==> src/rtl/vgpr_contention_stats.sv <==
// vgpr_contention_stats: per-wavefront VGPR bank access/contention counters with a 4-entry record FIFO.
module vgpr_contention_stats (
  input  logic        clk,
  input  logic        rst_n,
  input  logic        dispatch,
  input  logic [2:0]  rd_en,
  input  logic [11:0] rd_bank,
  input  logic        alu_wr_en,
  input  logic [3:0]  alu_wr_bank,
  input  logic [3:0]  lsu_wr_en,
  input  logic [3:0]  lsu_wr_bank,
  input  logic        wf_done_en,
  input  logic [5:0]  wf_done_wfid,
  input  logic        rec_ready,
  output logic        rec_valid,
  output logic [5:0]  rec_wfid,
  output logic [31:0] rec_access,
  output logic [31:0] rec_contention,
  output logic        drop_sticky,
  output logic        active
);
  typedef enum logic {IDLE, ACTIVE} state_t;
  typedef struct packed {
    logic [5:0]  wfid;
    logic [31:0] acc;
    logic [31:0] cont;
  } rec_t;
  state_t      state;
  logic [31:0] acc_cnt, cont_cnt, acc_nxt, cont_nxt;
  logic [7:0]  slot_en;
  logic [3:0]  slot_bank [8];
  logic [3:0]  hit [16];
  logic [3:0]  cyc_access;
  logic [2:0]  cyc_cont;
  logic        done, pop, push, drop;
  logic [1:0]  wptr, rptr;
  logic [2:0]  count;
  rec_t        mem [4];
  rec_t        head;
  function automatic logic [31:0] sat_add(input logic [31:0] a, input logic [3:0] b);
    logic [32:0] s;
    s = {1'b0, a} + 33'(b);
    return s[32] ? '1 : s[31:0];
  endfunction
  always_comb begin
    for (int k = 0; k < 3; k++) begin
      slot_en[k]   = rd_en[k];
      slot_bank[k] = rd_bank[4*k +: 4];
    end
    slot_en[3]   = alu_wr_en;
    slot_bank[3] = alu_wr_bank;
    for (int k = 0; k < 4; k++) begin
      slot_en[4+k]   = lsu_wr_en[k];
      slot_bank[4+k] = lsu_wr_bank + 4'(k);
    end
  end
  always_comb begin
    for (int b = 0; b < 16; b++) begin
      hit[b] = '0;
      for (int s = 0; s < 8; s++) hit[b] = hit[b] + 4'(slot_en[s] && slot_bank[s] == 4'(b));
    end
  end
  always_comb begin
    cyc_access = '0;
    cyc_cont   = '0;
    for (int s = 0; s < 8; s++) cyc_access = cyc_access + 4'(slot_en[s]);
    for (int b = 0; b < 16; b++) cyc_cont = cyc_cont + 3'(hit[b] > 4'd1);
  end
  assign acc_nxt  = sat_add(acc_cnt, cyc_access);
  assign cont_nxt = sat_add(cont_cnt, {1'b0, cyc_cont});
  assign done     = wf_done_en && state == ACTIVE;
  assign pop      = count != 3'd0 && rec_ready;
  // A full FIFO still accepts a push when the head leaves in the same cycle.
  assign push     = done && (count != 3'd4 || pop);
  assign drop     = done && count == 3'd4 && !pop;
  always_ff @(posedge clk or negedge rst_n) begin
    if (!rst_n) begin
      state       <= IDLE;
      acc_cnt     <= '0;
      cont_cnt    <= '0;
      wptr        <= '0;
      rptr        <= '0;
      count       <= '0;
      drop_sticky <= 1'b0;
    end else begin
      if (state == IDLE && dispatch) state <= ACTIVE;
      if (state == ACTIVE) begin
        acc_cnt  <= done ? '0 : acc_nxt;
        cont_cnt <= done ? '0 : cont_nxt;
      end
      wptr        <= wptr + 2'(push);
      rptr        <= rptr + 2'(pop);
      count       <= count + 3'(push) - 3'(pop);
      drop_sticky <= drop_sticky | drop;
    end
  end
  always_ff @(posedge clk) begin
    if (push) mem[wptr] <= '{wfid: wf_done_wfid, acc: acc_nxt, cont: cont_nxt};
  end
  assign head           = mem[rptr];
  assign rec_valid      = count != 3'd0;
  assign rec_wfid       = rec_valid ? head.wfid : '0;
  assign rec_access     = rec_valid ? head.acc : '0;
  assign rec_contention = rec_valid ? head.cont : '0;
  assign active         = state == ACTIVE;
endmodule

==> config.mk <==
export PLATFORM = sky130hd
export DESIGN_NAME = vgpr_contention_stats
export DESIGN_NICKNAME = d
export VERILOG_FILES = /design/src/rtl/vgpr_contention_stats.sv
export SDC_FILE = /design/constraint.sdc
export NUM_CORES = 1
export LEC_CHECK = 0
export BUFFER_PORTS_ARGS = -buffer_cell sky130_fd_sc_hd__buf_2
export CAP_MARGIN = 20
export CORE_ASPECT_RATIO = 0.6
export CORE_UTILIZATION = 40
export DETAILED_ROUTE_END_ITERATION = 8
export PLACE_DENSITY = 0.61
export SYNTH_ARGS = -nofsm -noshare
export SYNTH_HDL_FRONTEND = slang
export SYNTH_SLANG_ARGS = --single-unit
==> constraint.sdc <==
create_clock -name clk -period 12.3 [get_ports clk]
set_input_delay 3.69 -clock clk [delete_from_list [all_inputs] [get_ports clk]]
set_output_delay 3.69 -clock clk [all_outputs]
set_load 0.03 [all_outputs]
# Yosys cells after proc, flatten, opt, wreduce, memory -nomap -nowiden
# Memory sizes are Yosys's and may differ from the RTL's.
# Index checks and enable logic that the tools add are counted.
[op_classes] n_addsub=143 n_lt_le_gt_ge=16 eq_ne=122 muxes=9 n_bitwise=2 reduce_logical=145
[ops] op="$add A4 B1 Y4" count=68
[ops] op="$eq A4 B4 Y1 const B" count=64
[ops] op="$mux W32" count=6
[ops] op="$logic_and A1 B1 Y1" count=134
[ops] op="$eq A4 B3 Y1 const B" count=32
[ops] op="$add A3 B1 Y4" count=17
[ops] op="$eq A4 B2 Y1 const B" count=16
[ops] op="$gt A4 B1 Y1 const B" count=16
[ops] op="$add A2 B1 Y3" count=18
[ops] op="$add A3 B1 Y3" count=14
[ops] op="$add A1 B1 Y2" count=18
[ops] op="$add A32 B3 Y33" count=1
[ops] op="$add A32 B4 Y33" count=1
[ops] op="$eq A4 B1 Y1 const B" count=8
[ops] op="$logic_not A4 Y1" count=8
[ops] op="$add A4 B2 Y4 const B" count=2
[ops] op="$mux W6" count=1
[ops] op="$add A2 B1 Y2" count=2
[ops] op="$add A4 B1 Y4 const B" count=1
[ops] op="$eq A3 B3 Y1 const B" count=1
[ops] op="$ne A3 B3 Y1 const B" count=1
[ops] op="$reduce_bool A3 Y1" count=1
[ops] op="$sub A3 B1 Y3" count=1
[ops] op="$mux W1" count=2
[ops] op="4 further kinds" count=4
[totals] regBits=73 ramBits=280 in_bits=39 out_inout_bits=73 word_cells=445 n_memories=1
[memory_table] memory="mem" depth=4 width=70 rd=1 rd_ports_with_merged_regs=0 write_ports=1 line_no="38" text="rec_t mem [4];"

# Longest topological paths before layout
[depth] word_depth=28 mapped_depth=35 depth_no_buf=32

# Least setup slack after synthesis
# OpenSTA, ideal clock, no wires.
[synth_path] path_type="input-to-reg" from="input port wf_done_en" to="memory mem[1][0] in the netlist's numbering (enable)" setup_time_ps=695 arrival_time_ps=11472 required_time_ps=11605 path_slack_ps=133 path_stages=4 n_path_buf=2 cell_sequence="clkbuf_1 nand2_1 clkbuf_1 nor4b_1"
[synth_between] elab_chain_len=4
[synth_lines] item="start, declared" line_no="12" text="input logic wf_done_en,"
[synth_lines] item="$logic_and A1 B1 Y1" line_no="71" text="assign done = wf_done_en && state == ACTIVE;"
[synth_lines] item="$logic_and A1 B1 Y1" line_no="74" text="assign push = done && (count != 3'd4 || pop);"
[synth_lines] item="$mux W1" line_no="98" text="if (push) mem[wptr] <= '{wfid: wf_done_wfid, acc: acc_nxt, cont: cont_nxt};"
[synth_lines] item="$mux W1 (not written as such)" line_no="98"
[synth_lines] item="end, declared" line_no="38"
# No other way between the ends.

# Final worst setup path
[layout_path] from="input port lsu_wr_bank[1]" to="memory mem[3][27] in the netlist's numbering, data pin"
[layout_between] elab_chain_len=24 elab_cells_between_ends=228 cone_classes="add/sub (83); order compare (16); eq/ne (60); mux (1); reduce/logical (68)"
[layout_lines] item="start, declared" line_no="11" text="input logic [3:0] lsu_wr_bank,"
[layout_lines] item="$eq A4 B1 Y1, or another cell as far along" line_no="60" text="for (int s = 0; s < 8; s++) hit[b] = hit[b] + 4'(slot_en[s] && slot_bank[s] == 4'(b));"
[layout_lines] item="$logic_and A1 B1 Y1, or another cell as far along" line_no="60"
[layout_lines] item="$add A4 B1 Y4 / $logic_and A1 B1 Y1 (equally long branches)" line_no="60"
[layout_lines] item="$add A4 B1 Y4 (3 in series)" line_no="60"
[layout_lines] item="$gt A4 B1 Y1" line_no="67" text="for (int b = 0; b < 16; b++) cyc_cont = cyc_cont + 3'(hit[b] > 4'd1);"
[layout_lines] item="$add A1 B1 Y2" line_no="67"
[layout_lines] item="$add A2 B1 Y3" line_no="67"
[layout_lines] item="$add A3 B1 Y3 (12 in series)" line_no="67"
[layout_lines] item="$add A3 B1 Y3 (*)" line_no="67"
[layout_lines] item="$add A32 B3 Y33 (*)" line_no="42" text="s = {1'b0, a} + 33'(b);"
[layout_lines] item="$mux W32 (*)" line_no="43" text="return s[32] ? '1 : s[31:0];"
[layout_lines] item="named net cont_nxt[27]" line_no="29" text="logic [31:0] acc_cnt, cont_cnt, acc_nxt, cont_nxt;"
# The timed path passes the listed nets; every way through them passes the cells marked *.

==> metrics.csv <==
stage,metric,value,unit
status,outcome,completed,
drt,Antenna Nets Post-Route,0,
placement,gpl congestion,0.939,
final_layout,share of layout cells above drive strength 1,0.179,
clock_network,CTS Buf Count,30,
final_layout,Layout Cells excl Fill,2378,
global_route,GRT overflow,0,
critical_path,Crit-path slowest cell,nor2_1,
critical_path,r2r startpoint,acc_cnt[0],
global_route,Total Routing Usage GR,0.203,
die,row cnt,62,
critical_path,Crit path largest cell delay,570,ps
die,die height,174,µm
global_route,initial antenna violation count,0,
clock_network,Clock Latency Late Sink,570,ps
die,Die Width,289,µm
drt,Routed Wire Length,50200,µm
synth,Syn Area/Cell,12.3,µm²
sta,crit share post-route,0.962,
clock_network,Resize count post-CTS,0,
global_route,vias in the first global route,13300,
final_layout,Nets,1900,
synth,largest cells by area after synthesis,"edfxtp_1 (42%), dfrtp_1 (9.2%), fa_1 (8.2%), mux4_2 (7.9%), ha_1 (4.2%)",
critical_path,CP Capture Point,mem[3][27],
power,Cell Pwr Density,193,nW/µm²
placement,post-place setup slack,-2.76,ps
placement,dpl hpwl,35100,µm
critical_path,worst-path fanout max,13,
hold_path,Worst Hold Class,reg2reg,
critical_path,crit path launch type,primary input,
drt,DR vias/cell,5.62,
synth,Cell variety after synth,64,
clock_network,hold bufs inserted after CTS,0,
drt,Routed wire per std cell,21.1,µm
power,Leak,8.60,nW
sta,Hold Slack,489,ps
global_route,pin count of the biggest net entering global routing,73,
synth,syn nets,1800,
final_layout,Final Core Density,0.461,
critical_path,CP Capture Type,flop,
synth,Post-synth EDFFs,280,
synth,top-count cell post-synth,edfxtp_1,
drt,vias,13400,
drt,# DRC,0,
sta,Max Clock Freq,84.5,MHz
clock_network,CTS tree,built,
clock_network,Post-CTS Setup Inserts,0,
clock_network,H-Tree Depth,1,
sta,RSZ-0062 raised after global routing,false,
final_layout,Layout area overhead,12.5,%
sta,max-slew violations,0,
die,# IOs,112,
die,die area,50500,µm²
flow_run,max cap viols,0,
placement,dpl cells,2320,
clock_network,clk sinks,353,
drt,Iter 0 DRT Violations,1170,
sta,worst-margin pin slew,969,ps
synth,share of the synthesized area in the top cell type,0.424,
synth,Async SR Flop Fraction,0.207,
sta,max_slew headroom,0.348,
sta,final worst setup slack,472,ps
sta,crit path time final,11830,ps
critical_path,worst r2r dst,mem[3][49],
critical_path,crit path DAT,12180,ps
clock_network,Clock Tree Root,clkbuf_16,
placement,Port Buffers,111,
power,Worst IR Drop VDD,132,µV
synth,Cells after Synth,1614,
synth,synthesized cell area,19800,µm²
critical_path,Crit Path Class,in2reg,
final_layout,# diodes,0,
clock_network,Max clock buf depth,3,
synth,commonest cells in the netlist,"edfxtp_1 (280), nand2_1 (139), inv_1 (124)",
synth,#FFs+latches synth,353,
sta,Worst Skew,11.1,ps
critical_path,critical path launch point,lsu_wr_bank[1],
synth,yosys warns,0,
sta,"Hold Vio Cnt, Final",0,
die,core box area,48400,µm²
die,Starting Density,0.410,
critical_path,"Top cell by count, worst path",fa_1,
synth,post-synth top area cell,edfxtp_1,
critical_path,R2R cell count,11,
critical_path,Worst R2R Setup Slack,7950,ps
drt,first-pass detailed-route iteration total,5,
clock_network,Clock transition at path regs,70,ps
global_route,first-pass GRT wire length,78600,µm
critical_path,required time worst endpoint,12650,ps
sta,Final Setup Violations,0,
synth,post-synthesis sequential area ratio,0.516,
synth,Post-synth top flop,edfxtp_1,
==> cell families after synthesis <==
group / Yosys count / synth area share
adders and majority gates: 147 / 0.123
DFF: 353 / 0.516
xor gates and xnor gates: 50 / 0.0221
and+or+nand+nor: 584 / 0.150
AOI/OAI and AO/OA: 193 / 0.0641
muxes: 75 / 0.0823
buffers and inverters: 212 / 0.0418
==> how the worst min path moves through the flow <==
stage / startpoint / endpoint / slack (ps) / cells past startpoint
after floorplan: count[2] / count[2] / 450 / 1
after CTS: count[2] / count[2] / 490 / 1
after detailed placement: count[2] / count[2] / 480 / 1
final: count[2] / count[2] / 490 / 1
after global placement: count[2] / count[2] / 470 / 1
after global routing: count[2] / count[2] / 510 / 1
==> cell usage in the layout (no fill, tap or decap), types with 6 or more instances in the layout <==
| cell type | count |
|---|---|
| o21ai_0 | 36 |
| clkbuf_16 | 31 |
| nor4_1 | 13 |
| a21oi_1 | 59 |
| a311oi_1 | 8 |
| nand3b_1 | 6 |
| clkinvlp_4 | 6 |
| nand2b_1 | 20 |
| buf_4 | 42 |
| nor2b_1 | 12 |
| nor2_1 | 106 |
| mux4_2 | 70 |
| ha_1 | 66 |
| nand3_1 | 67 |
| inv_1 | 124 |
| a41oi_1 | 11 |
| buf_2 | 110 |
| xor2_1 | 17 |
| and4_1 | 19 |
| edfxtp_1 | 280 |
| a21o_1 | 7 |
| nand4_1 | 14 |
| nand2_1 | 139 |
| fa_1 | 81 |
| xnor2_1 | 33 |
| a31oi_1 | 13 |
| and3_1 | 21 |
| o22ai_1 | 8 |
| nor3_1 | 54 |
| dfrtp_1 | 70 |
| or2_2 | 7 |
| a211oi_1 | 6 |
| and2_1 | 79 |
==> sequential cells by signal, indices dropped and copies added (netlist names) <==
register     flops
drop_sticky      1
count            3
mem            280
acc_cnt         32
cont_cnt        32
rptr             2
active           1
wptr             2
==> final cells by class <==
cell class	instances	area, µm²
Clock inverter	25	292
Inverter	126	473
Timing Repair Buffer	154	921
Multi-Input combinational cell	1049	8800
Sequential cell	353	10200
Clock buffer	31	776
Tap cell	640	801
Fill cell	4356	26100
==> power by group <==
group | internal (mW) | switching (mW)
Combinational | 0.594 | 0.988
Clock | 0.573 | 0.460
Sequential | 1.57 | 0.110
==> per-stage QoR <==
stage / area (µm²) / power (mW) / TNS [ps]
2_1_floorplan: 19800 / 2.83 / 0
3_3_place_gp: 21200 / 3.28 / 0
3_5_place_dp: 21200 / 3.31 / -3.62
4_1_cts: 22300 / 4.34 / 0
5_1_grt: 22300 / 4.51 / 0
6_report: 22300 / 4.30 / 0
==> worst max-delay path: cells and delay by family <==
family | cells | cell delay, ps
compound gates | 6 | 1220
buf+inv | 6 | 570
xor+xnor | 2 | 330
fa+ha+maj | 12 | 5000
simple gates | 6 | 1360
==> routing by layer <==
layer / routed length (µm) / up-vias / part of all wire / GRT usage
li1: - / 6039 / - / -
met1: 24500 / 6812 / 0.49 / 0.317
met2: 20800 / 454 / 0.41 / 0.285
met3: 4350 / 48 / 0.087 / 0.0570
met4: 551 / 0 / 0.011 / 0.0257
met5: 0 / - / 0 / 0
Power figures use the tool's default switching activity.
